## src/rtl/mem_arbiter_pkg.sv

```systemverilog
// Shared definitions for the instruction/data memory arbiter: FSM encoding and
// default timing parameters.
package mem_arbiter_pkg;

    typedef enum logic [1:0] {
        ST_IDLE  = 2'd0,
        ST_GNT_I = 2'd1,
        ST_GNT_D = 2'd2
    } arb_state_e;

    localparam int TIMEOUT_DEF    = 15;
    localparam int I_MAX_WAIT_DEF = 4;

endpackage

```

## src/rtl/arb_wdog.sv

```systemverilog
// Grant watchdog: counts granted cycles without m_ready and flags expiry on the
// cycle the count reaches TIMEOUT-1 with the access still outstanding.
module arb_wdog
    import mem_arbiter_pkg::*;
#(
    parameter int TIMEOUT = TIMEOUT_DEF
) (
    input  logic clk,
    input  logic rst,
    input  logic clr,
    input  logic en,
    output logic expire
);

    localparam int              CW   = $clog2(TIMEOUT + 1);
    localparam logic [CW-1:0]   LAST = CW'(TIMEOUT - 1);

    logic [CW-1:0] wait_cnt;

    // NOTE: state uses non-blocking assignments under an async reset so every
    // flop samples pre-edge values and clears the instant rst drops.
    always_ff @(posedge clk or negedge rst) begin
        if (!rst) begin
            wait_cnt <= '0;
        end else if (clr) begin
            wait_cnt <= '0;
        end else if (en) begin
            wait_cnt <= wait_cnt + 1'b1;
        end
    end

    assign expire = en && (wait_cnt == LAST);

endmodule

```

## src/rtl/mem_arbiter.sv

```systemverilog
// Two-port memory arbiter: fetch and load/store share one memory bus, data wins
// ties unless the fetch port has been starved I_MAX_WAIT times in a row.
module mem_arbiter
    import mem_arbiter_pkg::*;
#(
    parameter int TIMEOUT    = TIMEOUT_DEF,
    parameter int I_MAX_WAIT = I_MAX_WAIT_DEF
) (
    input  logic        clk,
    input  logic        rst,
    input  logic        i_req,
    input  logic [31:0] i_addr,
    output logic [31:0] i_data,
    output logic        i_stall,
    input  logic        d_ren,
    input  logic        d_wen,
    input  logic [31:0] d_addr,
    input  logic [31:0] d_wdata,
    output logic [31:0] d_rdata,
    output logic        d_stall,
    output logic        m_req,
    output logic        m_we,
    output logic [31:0] m_addr,
    output logic [31:0] m_wdata,
    input  logic [31:0] m_rdata,
    input  logic        m_ready,
    output logic        bus_err
);

    localparam int            SW         = $clog2(I_MAX_WAIT + 1);
    localparam logic [SW-1:0] STARVE_MAX = SW'(I_MAX_WAIT);

    arb_state_e    state, state_nxt;
    logic          i_done, d_done;
    logic [SW-1:0] starve_cnt;
    logic          d_any, i_pend, d_pend, force_i;
    logic          grant_i, grant_d, wd_en, expire, finish;

    assign d_any   = d_ren | d_wen;
    assign i_pend  = i_req & ~i_done;
    assign d_pend  = d_any & ~d_done;
    assign force_i = i_pend && (starve_cnt == STARVE_MAX);

    assign i_stall = i_pend;
    assign d_stall = d_pend;
    assign m_req   = (state != ST_IDLE);
    assign wd_en   = m_req & ~m_ready;
    assign finish  = m_req & (m_ready | expire);

    arb_wdog #(.TIMEOUT(TIMEOUT)) u_wdog (
        .clk    (clk),
        .rst    (rst),
        .clr    (grant_i | grant_d),
        .en     (wd_en),
        .expire (expire)
    );

    // NOTE: every always_comb output gets a default first so no path can
    // leave it unassigned and infer a latch.
    always_comb begin
        state_nxt = state;
        grant_i   = 1'b0;
        grant_d   = 1'b0;
        case (state)
            ST_IDLE: begin
                if (d_pend && !force_i) begin
                    grant_d   = 1'b1;
                    state_nxt = ST_GNT_D;
                end else if (i_pend) begin
                    grant_i   = 1'b1;
                    state_nxt = ST_GNT_I;
                end
            end
            ST_GNT_I, ST_GNT_D: begin
                if (finish) state_nxt = ST_IDLE;
            end
            default: state_nxt = ST_IDLE;
        endcase
    end

    always_ff @(posedge clk or negedge rst) begin
        if (!rst) begin
            state      <= ST_IDLE;
            m_we       <= 1'b0;
            m_addr     <= '0;
            m_wdata    <= '0;
            i_data     <= '0;
            d_rdata    <= '0;
            i_done     <= 1'b0;
            d_done     <= 1'b0;
            starve_cnt <= '0;
            bus_err    <= 1'b0;
        end else begin
            state   <= state_nxt;
            i_done  <= 1'b0;
            d_done  <= 1'b0;
            bus_err <= finish & ~m_ready;

            if (grant_d) begin
                m_addr  <= d_addr;
                m_we    <= d_wen;
                m_wdata <= d_wdata;
                if (i_pend && starve_cnt != STARVE_MAX) starve_cnt <= starve_cnt + 1'b1;
            end
            if (grant_i) begin
                m_addr     <= i_addr;
                m_we       <= 1'b0;
                m_wdata    <= '0;
                starve_cnt <= '0;
            end

            // A requester that let go mid-access gets neither data nor a done pulse.
            if (finish) begin
                m_we <= 1'b0;
                if (state == ST_GNT_I && i_req) begin
                    i_done <= 1'b1;
                    i_data <= m_ready ? m_rdata : '0;
                end
                if (state == ST_GNT_D && d_any) begin
                    d_done <= 1'b1;
                    d_rdata <= m_ready ? m_rdata : '0;
                end
            end
        end
    end

endmodule
```

## config.mk

```make
export PLATFORM = sky130hd
export DESIGN_NAME = mem_arbiter
export DESIGN_NICKNAME = d
export VERILOG_FILES = /design/src/rtl/mem_arbiter_pkg.sv /design/src/rtl/arb_wdog.sv /design/src/rtl/mem_arbiter.sv
export SDC_FILE = /design/constraint.sdc
export NUM_CORES = 1
export LEC_CHECK = 0
export CORE_MARGIN = 1.5
export CORE_UTILIZATION = 40
export CTS_BUF_LIST = sky130_fd_sc_hd__clkbuf_8
export CTS_CLUSTER_DIAMETER = 40
export DETAILED_ROUTE_END_ITERATION = 10
export PLACE_DENSITY = 0.79
export SYNTH_ARGS = -nofsm -noshare
export SYNTH_HDL_FRONTEND = slang
export SYNTH_HIERARCHICAL = 1
export SYNTH_SLANG_ARGS = --single-unit
```

## constraint.sdc

```tcl
create_clock -name clk -period 2.7 [get_ports clk]
set_input_delay 0.27 -clock clk [delete_from_list [all_inputs] [get_ports clk]]
set_output_delay 0.27 -clock clk [all_outputs]
set_load 0.03 [all_outputs]
```

==> flow_summary.json, run 1 <==
{
  "status": "finished, final reports clean",
  "synth_nets": 647,
  "dr.pass1.iters": 5,
  "pin_count": 267,
  "seq_power_share": 0.306,
  "min-delay-start": "i_addr[13]",
  "start_kind": "register",
  "crit_start": "state[0]$_DFFE_PN0P_",
  "crit_required_ns": 2.43,
  "fin_setup_tns_ns": 0,
  "tightest_slew_ns": 0.633,
  "maxSlewViolCount": 0,
  "rrSetupSlack_ns": 0.60,
  "cts_tree": "built",
  "grt_pass1_vias": 5301,
  "grt_antenna_before_repair": 0,
  "synthesis.area_um2": 6180,
  "ir_worst_vdd_mv": 0.658,
  "clock_path_buffers": 2,
  "max-slew-margin-rel": 0.578,
  "drtIter0Drc": 328,
  "setup_ws_ns": 0.225,
  "p_comb_frac": 0.544,
  "die_h_um": 127,
  "routed_wirelength_um": 16400,
  "synth_edf_count": 0,
  "ant_nets": 0,
  "end_kind": "output port",
  "critPathMaxFanout": 11,
  "fin_skew_ns": 0.0126,
  "arrival_ns": 2.20,
  "die_w_um": 127,
  "syn_avg_cell_area_um2": 12.2,
  "fmax_ghz": 0.404,
  "yosysUniqueCellTypes": 39,
  "synth_seq_area_share": 0.571,
  "fin_area_um2": 9480,
  "hold_path.class": "in2reg",
  "fillers": 1178,
  "path_clk_slew_ns": 0.08,
  "async_flop_share": 1.00,
  "drive_gt1_frac": 0.149,
  "coreArea_um2": 15100,
  "period_share": 0.917,
  "p_leak_nw": 4.42,
  "post-dp-hpwl_um": 11700,
  "p_int_w": 0.00691,
  "p_sw_w": 0.00492,
  "clk_latency_ns": 0.44,
  "layout_min_cycle_time_ns": 2.47,
  "globalplace.congestion": 0.795,
  "htree_levels": 4,
  "cts.sink_count": 141,
  "routed_via_density": 5.04,
  "dp_slack_ns": 0.520,
  "die_area_um2": 16200,
  "post_dp_cell_area_um2": 9050,
  "port_buffers": 266,
  "ys_seq_elements": 141,
  "rsz0062_at_grt": "no",
  "grt_max_degree": 69,
  "clockRootBuffer": "clkbuf_8",
  "initial_core_util": 0.408,
  "r2r_end": "d_rdata[19]$_DFFE_PN0P_",
  "max_cap_viol_count": 0,
  "reg2reg_from": "state[0]$_DFFE_PN0P_",
  "crit_path_end": "m_req",
  "ys.flop_type": "dfrtp_1",
  "switching_share": 0.416,
  "num_vias": 4895,
  "power_density_nw_per_um2": 1250,
  "numCtsBuffers": 17,
  "pwr-share-clk": 0.149,
  "diodes": 0,
  "finalHoldViolations": 0,
  "grt_pass1_wl_um": 26200,
  "nets": 912,
  "rows": 45,
  "synthCells": 506,
  "globalRoute.totalOverflow": 0,
  "synth_warnings": 6,
  "r2r_cells": 8,
  "wl_per_cell_um": 16.9,
  "crit_type": "reg2out",
  "area_growth_pct": 53.3,
  "gr-usage-all-layers": 0.206,
  "setup_viol_count_final": 0,
  "post_cts.repair.setup_buffers": 0,
  "drc": 0
}
-- worst min-delay path by stage --
| stage | depth (start not counted) | endpoint |
|---|---|---|
| after floorplan | 0 | bus_err$_DFF_PN0_ |
| after global placement | 1 | i_data[27]$_DFFE_PN0P_ |
| after detailed placement | 1 | d_rdata[27]$_DFFE_PN0P_ |
| after CTS | 3 | m_addr[13]$_DFFE_PN0P_ |
| after global routing | 3 | m_addr[14]$_DFFE_PN0P_ |
| final | 3 | m_addr[13]$_DFFE_PN0P_ |
-- cells in the mapped netlist (all sizes together), types with 2 or more instances --
master  instances  share of area
inv           107          0.065
a21oi          12          0.010
nor2            6         0.0061
o21bai          2         0.0061
a222oi         32          0.052
nand2           4         0.0024
nand2b          2         0.0020
clkbuf         11         0.0067
ha              7          0.014
nand3b          2         0.0024
and2           33          0.033
nand4           2         0.0020
mux2           65           0.12
o21ai           3         0.0030
buf            21          0.029
dfrtp         141           0.57
o211ai         18          0.022
a22o           26          0.037
-- layout by cell type (no fill, tap or decap), types with 2 or more instances in the layout --
cell type and count:
clkdlybuf4s50_1 265, o211ai_1 18, clkinv_4 3, a222oi_1 32, nand2_1 4, o21ai_0 2, ha_1 7, inv_6 2
o21bai_4 2, nand4_1 2, buf_4 5, inv_1 106, clkinvlp_4 2, nand2b_1 2, clkbuf_8 19, buf_12 6
clkinv_2 2, a21oi_1 11, and2_1 33, a22o_1 26, nor2_4 2, nor2_1 4, dfrtp_1 141, mux2_2 63
nand3b_1 2, bufinv_16 3
-- power by group through the flow --
stage	Sequential, W	Clock [W]	Combinational, W
6_report	0.00362	0.00177	0.00644
5_1_grt	0.00374	0.00192	0.00682
4_1_cts	0.00363	0.00183	0.00650
3_5_place_dp	0.00365	0	0.00647
3_3_place_gp	0.00359	0	0.00634
2_1_floorplan	0.00540	0	0.00202
-- final cells by class --
cell class                      instances  area, um2  share of cell area
Clock buffer                           19        262              0.0276
Inverter                              107        404              0.0426
Sequential cell                       141       3530               0.372
Timing Repair Buffer                  278       2830               0.299
Multi-Input combinational cell        226       2060               0.217
Clock inverter                         13        163              0.0172
Tap cell                              188        235              0.0248
-- stage by stage --
| step | cells | hold slack (ns) | power, W | utilization |
|---|---|---|---|---|
| 2_1_floorplan | 506 | -0.0256 | 0.00742 | - |
| 3_3_place_gp | 939 | 0.299 | 0.00994 | 0.597 |
| 3_5_place_dp | 939 | 0.318 | 0.0101 | 0.597 |
| 4_1_cts | 972 | 0.340 | 0.0120 | 0.626 |
| 5_1_grt | 972 | 0.359 | 0.0125 | 0.626 |
| 6_report | 972 | 0.369 | 0.0118 | 0.626 |
-- critical path, cell delays in order, from the launching register on --
cell and delay, ns:
dfrtp_1 0.38, inv_1 0.07, ha_1 0.25, inv_1 0.32
clkdlybuf4s50_1 0.75
-- flip-flops by register name, indices dropped and copies added (netlist names) --
name / flops
i_data: 32
m_we: 1
m_wdata: 32
m_addr: 32
d_rdata: 32
starve_cnt: 3
state: 2
d_done: 1
i_done: 1
u_wdog/wait_cnt: 4
bus_err: 1
-- kinds of logic (layout without fill, tap and decap cells) --
| family | Yosys count | in the layout | share of synthesized area |
|---|---|---|---|
| and+or+nand+nor | 54 | 54 | 0.0542 |
| muxes | 66 | 66 | 0.121 |
| AOI/OAI and AO/OA | 98 | 98 | 0.138 |
| buffers and inverters | 139 | 417 | 0.101 |
| DFF | 141 | 141 | 0.571 |
| xor gates and xnor gates | 1 | 1 | 0.00142 |
| adders and majority gates | 7 | 7 | 0.0142 |
-- routing by layer --
metal | GRT usage | share of wire | vias to the layer above
li1 | - | - | 2263
met1 | 0.222 | 0.38 | 2389
met2 | 0.364 | 0.50 | 231
met3 | 0.0963 | 0.11 | 12
met4 | 0.0582 | 0.010 | 0
met5 | 0 | 0 | -
-- what timing repair did --
action / 4_1_cts / 5_1_grt
hold buffers: 1 / 0
gates resized for setup: 0 / 0
endpoints found under the hold margin: 66 / 0
(Power assumes the default switching activity.)
==> run 2, diff against run 1 <==
--- a/config.mk
+++ b/config.mk
@@ -9,6 +9,7 @@
 export CORE_UTILIZATION = 40
 export CTS_BUF_LIST = sky130_fd_sc_hd__clkbuf_8
 export CTS_CLUSTER_DIAMETER = 40
+export CTS_CLUSTER_SIZE = 24
 export DETAILED_ROUTE_END_ITERATION = 10
 export PLACE_DENSITY = 0.79
 export SYNTH_ARGS = -nofsm -noshare
==> results of run 2 <==
Same layout as run 1: the final DEF is identical, and so are final timing and power.
